<file path="config.mk">
export PLATFORM = sky130hd
export DESIGN_NAME = ahb_lite_stream_loader
export DESIGN_NICKNAME = d
export VERILOG_FILES = /design/src/rtl/ahb_lite_pkg.sv /design/src/rtl/ahb_byte_packer.sv /design/src/rtl/ahb_lite_stream_loader.sv
export SDC_FILE = /design/constraint.sdc
export NUM_CORES = 1
export LEC_CHECK = 0
export ABC_AREA = 1
export CAP_MARGIN = 15
export CELL_PAD_IN_SITES_DETAIL_PLACEMENT = 1
export CELL_PAD_IN_SITES_GLOBAL_PLACEMENT = 2
export CORE_MARGIN = 3
export CORE_UTILIZATION = 32
export CTS_BUF_LIST = sky130_fd_sc_hd__clkbuf_8
export CTS_CLUSTER_DIAMETER = 150
export DETAILED_ROUTE_END_ITERATION = 16
export GPL_TIMING_DRIVEN = 0
export PLACE_DENSITY = 0.88
export SLEW_MARGIN = 25
export SYNTH_ARGS = -nofsm -noshare
export SYNTH_HDL_FRONTEND = slang
export SYNTH_SLANG_ARGS = --single-unit
</file>
<file path="constraint.sdc">
create_clock -name HCLK -period 2.3 [get_ports HCLK]
set_input_delay 0.46 -clock HCLK [delete_from_list [all_inputs] [get_ports HCLK]]
set_output_delay 0.46 -clock HCLK [all_outputs]
set_load 0.01 [all_outputs]
</file>
<file path="src/rtl/ahb_lite_pkg.sv">
// Shared AHB-Lite encodings and the stream loader state encoding.
package ahb_lite_pkg;

    localparam logic [1:0] HTRANS_IDLE     = 2'b00;
    localparam logic [1:0] HTRANS_NONSEQ   = 2'b10;
    localparam logic [2:0] HSIZE_WORD      = 3'b010;
    localparam logic [2:0] HBURST_SINGLE   = 3'b000;
    localparam logic [3:0] HPROT_DATA_PRIV = 4'b0011;

    typedef enum logic [2:0] {
        StIdle    = 3'd0,
        StCollect = 3'd1,
        StAddr    = 3'd2,
        StData    = 3'd3,
        StFin     = 3'd4
    } loader_state_e;

    // Byte address of word number idx, wrapping modulo 2^32.
    function automatic logic [31:0] word_addr(input logic [31:0] base, input logic [31:0] idx);
        return base + (idx << 2);
    endfunction

endpackage

</file>
<file path="src/rtl/ahb_byte_packer.sv">
// Packs an 8-bit stream little-endian into 32-bit words with a word handshake.
module ahb_byte_packer
    import ahb_lite_pkg::*;
(
    input  logic        clk,
    input  logic        rst_n,
    input  logic        clear,
    input  logic        enable,
    input  logic [7:0]  in_data,
    input  logic        in_valid,
    output logic        last_byte,
    output logic [31:0] word,
    output logic        word_valid,
    input  logic        word_ready
);

    logic [1:0]  idx;
    logic [31:0] pack;
    logic        take;

    // enable is the loader's registered rx_ready, so a transfer is exactly take.
    assign take      = in_valid & enable;
    assign last_byte = take & (idx == 2'd3);
    assign word      = pack;

    always_ff @(posedge clk or negedge rst_n) begin
        if (!rst_n) begin
            idx        <= 2'd0;
            pack       <= 32'h0;
            word_valid <= 1'b0;
        end else if (clear) begin
            idx        <= 2'd0;
            pack       <= 32'h0;
            word_valid <= 1'b0;
        end else begin
            if (word_valid && word_ready) begin
                word_valid <= 1'b0;
            end
            if (take) begin
                pack[{idx, 3'b000} +: 8] <= in_data;
                idx                      <= idx + 2'd1;
                if (idx == 2'd3) begin
                    word_valid <= 1'b1;
                end
            end
        end
    end

endmodule

</file>
<file path="src/rtl/ahb_lite_stream_loader.sv">
// AHB-Lite single-master loader: packs a byte stream into words and writes them
// to consecutive word addresses with non-pipelined SINGLE transfers.
module ahb_lite_stream_loader
    import ahb_lite_pkg::*;
#(
    parameter logic [31:0] BASE_ADDR = 32'h0000_0000,
    parameter int unsigned CNT_W     = 16
) (
    input  logic             HCLK,
    input  logic             HRESETn,
    input  logic             start,
    input  logic [CNT_W-1:0] load_words,
    input  logic [7:0]       rx_data,
    input  logic             rx_valid,
    output logic             rx_ready,
    output logic             busy,
    output logic             done,
    output logic             err,
    output logic [31:0]      HADDR,
    output logic [1:0]       HTRANS,
    output logic             HWRITE,
    output logic [2:0]       HSIZE,
    output logic [2:0]       HBURST,
    output logic [3:0]       HPROT,
    output logic [31:0]      HWDATA,
    input  logic             HREADY,
    input  logic             HRESP
);

    loader_state_e    state;
    logic [CNT_W-1:0] cnt;
    logic [CNT_W-1:0] cnt_inc;
    logic [CNT_W-1:0] words_total;

    logic             pk_clear;
    logic             last_byte;
    logic [31:0]      word;
    logic             word_valid;
    logic             word_ready;

    assign HSIZE  = HSIZE_WORD;
    assign HBURST = HBURST_SINGLE;
    assign HPROT  = HPROT_DATA_PRIV;

    assign cnt_inc    = cnt + 1'b1;
    assign pk_clear   = (state == StIdle) && start;
    assign word_ready = (state == StData) && HREADY;

    ahb_byte_packer u_packer (
        .clk        (HCLK),
        .rst_n      (HRESETn),
        .clear      (pk_clear),
        .enable     (rx_ready),
        .in_data    (rx_data),
        .in_valid   (rx_valid),
        .last_byte  (last_byte),
        .word       (word),
        .word_valid (word_valid),
        .word_ready (word_ready)
    );

    always_ff @(posedge HCLK or negedge HRESETn) begin
        if (!HRESETn) begin
            state       <= StIdle;
            rx_ready    <= 1'b0;
            busy        <= 1'b0;
            done        <= 1'b0;
            err         <= 1'b0;
            HTRANS      <= HTRANS_IDLE;
            HWRITE      <= 1'b0;
            HADDR       <= BASE_ADDR;
            HWDATA      <= 32'h0;
            cnt         <= '0;
            words_total <= '0;
        end else begin
            done <= 1'b0;
            unique case (state)
                StIdle: begin
                    if (start) begin
                        err         <= 1'b0;
                        cnt         <= '0;
                        busy        <= 1'b1;
                        words_total <= load_words;
                        if (load_words != '0) begin
                            state    <= StCollect;
                            rx_ready <= 1'b1;
                        end else begin
                            state <= StFin;
                            done  <= 1'b1;
                        end
                    end
                end
                StCollect: begin
                    // rx_ready drops on the same edge that takes the 4th byte.
                    if (last_byte) begin
                        state    <= StAddr;
                        rx_ready <= 1'b0;
                        HTRANS   <= HTRANS_NONSEQ;
                        HWRITE   <= 1'b1;
                        HADDR    <= word_addr(BASE_ADDR, 32'(cnt));
                    end
                end
                StAddr: begin
                    if (HREADY && word_valid) begin
                        state  <= StData;
                        HTRANS <= HTRANS_IDLE;
                        HWRITE <= 1'b0;
                        HWDATA <= word;
                    end
                end
                StData: begin
                    // An ERROR first shows with HREADY low; it is only acted on
                    // in the final HREADY-high cycle.
                    if (HREADY) begin
                        if (HRESP) begin
                            err   <= 1'b1;
                            state <= StFin;
                            done  <= 1'b1;
                        end else begin
                            cnt <= cnt_inc;
                            if (cnt_inc == words_total) begin
                                state <= StFin;
                                done  <= 1'b1;
                            end else begin
                                state    <= StCollect;
                                rx_ready <= 1'b1;
                            end
                        end
                    end
                end
                StFin: begin
                    state <= StIdle;
                    busy  <= 1'b0;
                end
                default: begin
                    state <= StIdle;
                end
            endcase
        end
    end

endmodule

</file>
==> results of run 1 <==
-- cell usage in the layout (no fill, tap or decap), drive strengths merged --
cell type / netlist / layout
dlygate4sd3: 0 / 1
ha: 6 / 6
o21bai: 1 / 1
xnor2: 1 / 1
or2: 1 / 1
clkinv: 2 / 5
clkdlybuf4s50: 0 / 82
o32ai: 8 / 8
nor2: 54 / 55
nand4: 7 / 7
xor2: 1 / 1
o22ai: 9 / 9
inv: 79 / 86
clkbuf: 13 / 30
a21oi: 22 / 22
nand2: 197 / 197
buf: 34 / 37
bufinv: 0 / 2
o211ai: 1 / 1
conb: 2 / 27
clkinvlp: 0 / 3
mux2: 16 / 16
nor3: 12 / 12
nand3b: 5 / 5
nand3: 52 / 52
o21ai: 77 / 77
dfrtp: 123 / 123
nor4: 1 / 1
-- registers in the layout, summed over array words and instances (netlist names) --
register	cells
err	1
done	1
words_total	16
u_packer.idx	2
u_packer.word	32
busy	1
u_packer.word_valid	1
rx_ready	1
state	3
cnt	16
HADDR	16
HTRANS	1
HWDATA	32
-- power groups by stage --
| stage | Clock (mW) | Combinational, mW | Sequential [mW] |
|---|---|---|---|
| 6_report | 1.97 | 2.25 | 2.77 |
| 5_1_grt | 2.11 | 2.56 | 2.82 |
| 4_1_cts | 2.02 | 2.24 | 2.77 |
| 3_5_place_dp | 0 | 2.21 | 2.81 |
| 3_3_place_gp | 0 | 2.16 | 2.79 |
| 2_1_floorplan | 0 | 1.45 | 2.77 |
-- worst register-to-register path, cell delays in order, from the launching register on --
cell and delay [ns]:
dfrtp_1 0.40, inv_1 0.11, nor3_4 0.31, inv_1 0.13, nand2_1 0.10, nand2_1 0.08
a21oi_2 0.41, buf_2 0.36, o22ai_1 0.11
-- stage by stage --
step	hold slack [ns]	worst slack [ns]	utilization [%]	setup TNS [ns]
global route	0.509	0.0194	42.4	0
detailed placement	0.369	-0.186	39.9	-0.970
global placement	0.466	-4.29	39.8	-526.13
CTS	0.475	0.0380	42.2	0
finish	0.485	0.153	42.4	0
floorplan	0.164	0.305	-	0
-- kinds of logic after synthesis --
| group | count (synthesis) | synth area share, % |
|---|---|---|
| fa+ha+maj | 6 | 1.25 |
| other cells | 2 | 0.125 |
| mux | 16 | 2.99 |
| xor+xnor | 2 | 0.291 |
| flops | 123 | 51.0 |
| simple gates | 329 | 23.9 |
| buf+inv | 128 | 9.79 |
| compound gates | 118 | 10.6 |
-- final cells by class --
cell class                      count  area, µm²
Clock buffer                       17        234
Clock inverter                     15        165
Sequential cell                   123       3080
Tap cell                          229        287
Multi-Input combinational cell    499       2480
Fill cell                        2173      10500
Inverter                           81        308
Timing Repair Buffer               86        881
Buffer                             47        290
-- final timing paths --
path                       slack, ns                             to                 start  depth (start not counted)
max                             0.15             cnt[2]$_DFFE_PN0P_  state[0]$_DFFE_PN0P_                          8
min                             0.48          HADDR[13]$_DFFE_PN0P_               HRESETn                          2
max reg2reg                     0.15             cnt[2]$_DFFE_PN0P_  state[0]$_DFFE_PN0P_                          8
min reg2reg                     0.49           HADDR[6]$_DFFE_PN0P_  HADDR[6]$_DFFE_PN0P_                          2
max in group asynchronous       1.09  u_packer.word[18]$_DFFE_PN0P_               HRESETn                          3
min in group HCLK               0.49           HADDR[6]$_DFFE_PN0P_  HADDR[6]$_DFFE_PN0P_                          2
-- routing by layer --
layer  vias to the layer above  routed length (µm)  global-route usage [%]  part of all wire [%]
li1                       2562                   -                       -                     -
met5                         -                   0                       0                     0
met1                      2534                7910                    23.0                    46
met2                       113                8390                    28.8                    49
met4                         0                 230                    4.41                   1.3
met3                        16                 744                    4.05                   4.3
-- timing repair --
action / 4_1_cts / 5_1_grt
cloned: 0 / 1
resized for setup: 1 / 7
hold endpoints to repair: 42 / 0
endpoints found under the setup margin: 8 / 12
pin swaps: 0 / 1
hold buffers: 1 / 0
setup buffers: 0 / 1
==> results.json, run 1 <==
{
  "vias": 5225,
  "drt_pre_antenna_iters": 4,
  "seqPwrFrac_pct": 39.6,
  "die_h_um": 143,
  "nets": 891,
  "leakage_nw": 3.61,
  "worst_pin_slew_ns": 0.609,
  "wirelength_um": 17300,
  "io_buffers": 83,
  "clockPowerShare_pct": 28.2,
  "syn_to_final_growth_pct": 28.0,
  "ir_drop_v": 0.000436,
  "drive_gt1_share_pct": 12.4,
  "cp.required_ns": 2.61,
  "ys_seq_elements": 123,
  "maxCapViolations": 0,
  "antenna_found_initial": 0,
  "netlist_instances": 724,
  "die_w_um": 143,
  "maxSlewHeadroom_pct": 59.4,
  "slew_violations": 0,
  "hold_viol_final": 0,
  "clock_sinks": 123,
  "dpl_cell_area_um2": 7270,
  "yosysWarnings": 0,
  "grt_pass1_vias": 5276,
  "netSwitchingFraction_pct": 38.4,
  "vias_per_cell": 4.76,
  "design.core.area_um2": 18200,
  "die-area_um2": 20500,
  "place_congestion": 0.776,
  "finalPower_mw": 6.99,
  "clk_latency_ns": 0.44,
  "clkTransAtPathRegs_ns": 0.08,
  "slowest_delay_ns": 0.41,
  "placementRows": 49,
  "power_density_nw_per_um2": 906,
  "grt_usage_pct": 17.3,
  "overflow": 0,
  "fin_skew_ns": 0.0141,
  "ant_nets": 0,
  "crit_chain": "inv_1 -> nor3_4 -> inv_1 -> nand2_1 -> nand2_1 -> a21oi_2 -> buf_2 -> o22ai_1",
  "hpwlAfterDp_um": 13100,
  "outcome": "complete, no violations",
  "grt_max_degree": 82,
  "antennaDiodeCount": 0,
  "path_buf_inv": 3,
  "start_util_pct": 33.1,
  "cp-end-kind": "flop",
  "drc": 0,
  "worstPathArrival_ns": 2.46,
  "ios": 111,
  "max_freq_mhz": 466,
  "fin_cells": 1097,
  "grt_pass1_wl_um": 27900,
  "wl_per_cell_um": 15.7,
  "yosysSeqAreaShare_pct": 51.0,
  "synthTopCellsByArea": "dfrtp_1 (51%), nand2_1 (12%), o21ai_0 (6.2%)",
  "synth_cell_types": 35,
  "netlist_top_cells_count": "nand2_1 (190), dfrtp_1 (123), inv_1 (78), o21ai_0 (75), nand3_1 (50)",
  "cts_htree_levels": 4,
  "synth_area_per_cell_um2": 8.33,
  "synth-edff-count": 0,
  "cts_buffer_depth": 2,
  "critPathLaunchType": "flop",
  "setup_viol": 0,
  "combPwrFrac_pct": 32.2,
  "p_switching_mw": 2.68,
  "syn-cell-area_um2": 6030,
  "drtIter0Drc": 243,
  "async_reset_ff_share_pct": 100,
  "cts_tree": "yes",
  "final_area_um2": 7720,
  "crit_slowest_cell": "a21oi_2",
  "cts-root-buf": "clkbuf_8",
  "synth.most_common_cell": "nand2_1",
  "critical_path_class": "reg -> reg",
  "p_int_mw": 4.31,
  "synth_ff_type": "dfrtp_1",
  "post-place-cells": 1062,
  "fin_crit_ns": 2.15,
  "synth_top_area_share_pct": 51.0,
  "timing.final.crit_share_pct": 93.4,
  "synth_area_leader_cell": "dfrtp_1",
  "crit_fanout": 10,
  "min_path_type": "in -> async",
  "critPathTopFamily": "buffers and inverters",
  "rsz0062_at_grt": "false",
  "cts_buffers": 17
}
Note: power is estimated with default switching activity, not from simulation.
==> run 2: changes to the inputs <==
--- a/config.mk
+++ b/config.mk
@@ -15,7 +15,7 @@
 export CTS_CLUSTER_DIAMETER = 150
 export DETAILED_ROUTE_END_ITERATION = 16
 export GPL_TIMING_DRIVEN = 0
-export PLACE_DENSITY = 0.88
+export PLACE_DENSITY = 0.8
 export SLEW_MARGIN = 25
 export SYNTH_ARGS = -nofsm -noshare
 export SYNTH_HDL_FRONTEND = slang
==> constraint.sdc (replaced) <==
create_clock -name HCLK -period 2.2 [get_ports HCLK]
set_input_delay 0.44 -clock HCLK [delete_from_list [all_inputs] [get_ports HCLK]]
set_output_delay 0.44 -clock HCLK [all_outputs]
set_load 0.01 [all_outputs]
==> results.json, run 2 (synthesis gave the netlist of run 1 again) <==
{
  "outcome": "complete, no violations",
  "ios": 111,
  "cp.required_ns": 2.57,
  "vias_per_cell": 4.87,
  "power_density_nw_per_um2": 964,
  "cp.depth": 8,
  "grt_pass1_wl_um": 29300,
  "crit_top_cell": "inv_1",
  "design.core.area_um2": 18200,
  "nets": 895,
  "ant_nets": 0,
  "ir_drop_v": 0.000467,
  "cts_buffer_depth": 2,
  "critical_path_class": "reg -> reg",
  "critPathLaunchType": "flop",
  "leakage_nw": 3.67,
  "worstPathArrival_ns": 2.43,
  "max_freq_mhz": 485,
  "min_path_type": "in -> async",
  "grt_usage_pct": 18.4,
  "start_util_pct": 33.1,
  "path_buf_inv": 3,
  "grt_max_degree": 88,
  "die_w_um": 143,
  "worst_pin_slew_ns": 0.611,
  "clk_latency_ns": 0.46,
  "slew_violations": 0,
  "grt_pass1_vias": 5734,
  "post-place-cells": 1062,
  "drt_pre_antenna_iters": 4,
  "overflow": 0,
  "cts_htree_levels": 4,
  "hpwlAfterDp_um": 13900,
  "cts_tree": "yes",
  "timing.final.crit_share_pct": 93.7,
  "die_h_um": 143,
  "drc": 0,
  "layout_commonest_cell": "nand2_1",
  "slowest_delay_ns": 0.43,
  "critPathTopFamily": "simple AND/OR/NAND/NOR gates",
  "cts-root-buf": "clkbuf_8",
  "cp-end-kind": "flop",
  "place_congestion": 0.833,
  "layout_common_cells": "nand2_1 (183), dfrtp_1 (120), clkdlybuf4s50_1 (82)",
  "wirelength_um": 18700,
  "wl_per_cell_um": 17.0,
  "rsz0062_at_grt": "true",
  "placementRows": 49,
  "maxSlewHeadroom_pct": 59.3,
  "cts_buffers": 17,
  "drive_gt1_share_pct": 15.5,
  "crit_slowest_cell": "dfrtp_1",
  "fin_crit_ns": 2.06,
  "utilization_pct": 43.2,
  "crit_fanout": 10,
  "io_buffers": 83,
  "maxCapViolations": 0,
  "fin_cells": 1101,
  "antennaDiodeCount": 0,
  "fin_skew_ns": 0.0151,
  "reg2reg_depth": 8,
  "setup_viol": 0,
  "antenna_found_initial": 0,
  "hold_viol_final": 0,
  "die-area_um2": 20500,
  "drtIter0Drc": 186,
  "clkTransAtPathRegs_ns": 0.09,
  "crit_chain": "inv_1 -> nor3_4 -> inv_1 -> nor2_1 -> nand2_2 -> inv_1 -> nand3_1 -> o21ai_0",
  "syn_to_final_growth_pct": 30.5,
  "clock_sinks": 123,
  "vias": 5364
}
-- run 2: through the flow --
step | setup TNS [ns] | power (mW) | instance area (µm²) | hold WS [ns] | setup slack [ns]
2_1_floorplan | 0 | 4.40 | 6120 | 0.144 | 0.205
3_3_place_gp | -516.91 | 5.20 | 7240 | 0.469 | -4.20
3_5_place_dp | -2.76 | 5.31 | 7270 | 0.338 | -0.229
4_1_cts | 0 | 7.55 | 7720 | 0.424 | 0.00158
5_1_grt | -0.0655 | 8.12 | 7870 | 0.448 | -0.0403
6_report | 0 | 7.58 | 7870 | 0.433 | 0.138
-- run 2: path summary, 6_finish.rpt --
check	from	to	slack, ns
setup reg to reg	state[0]$_DFFE_PN0P_	cnt[5]$_DFFE_PN0P_	0.14
max in group asynchronous	HRESETn	u_packer.word[10]$_DFFE_PN0P_	1.03
hold / removal	HRESETn	HADDR[10]$_DFFE_PN0P_	0.43
setup / recovery	state[0]$_DFFE_PN0P_	cnt[5]$_DFFE_PN0P_	0.14
min in group HCLK	HADDR[14]$_DFFE_PN0P_	HADDR[14]$_DFFE_PN0P_	0.49
hold reg to reg	HADDR[14]$_DFFE_PN0P_	HADDR[14]$_DFFE_PN0P_	0.49
-- run 2: timing repair --
action                                  CTS  global route
endpoints found under the hold margin    36             0
gates resized for setup                   3            31
buffers inserted                          0             6
gates cloned                              0             1
pin swaps                                 0            16
endpoints found under the setup margin    8            23
hold buffers                              1             0
-- run 2: layout make-up --
cell class,count,area (µm²)
Inverter,81,308
Clock buffer,17,234
Timing Repair Buffer,91,926
Tap cell,229,287
Sequential cell,123,3080
Clock inverter,15,189
Buffer,46,290
Multi-Input combinational cell,499,2550
Fill cell,2170,10300
-- run 2: layer usage --
layer | share of wire, % | GRT usage [%]
met3 | 3.0 | 3.32
met1 | 43 | 22.2
met5 | 0 | 0
met2 | 52 | 32.8
met4 | 2.3 | 6.79
-- run 2: where the power goes --
group / switching, mW / internal, mW / total, mW / leakage, nW
clock network: 1.05 / 1.14 / 2.19 / 0.207
registers: 0.276 / 2.64 / 2.92 / 1.67
logic: 1.61 / 0.870 / 2.48 / 1.80
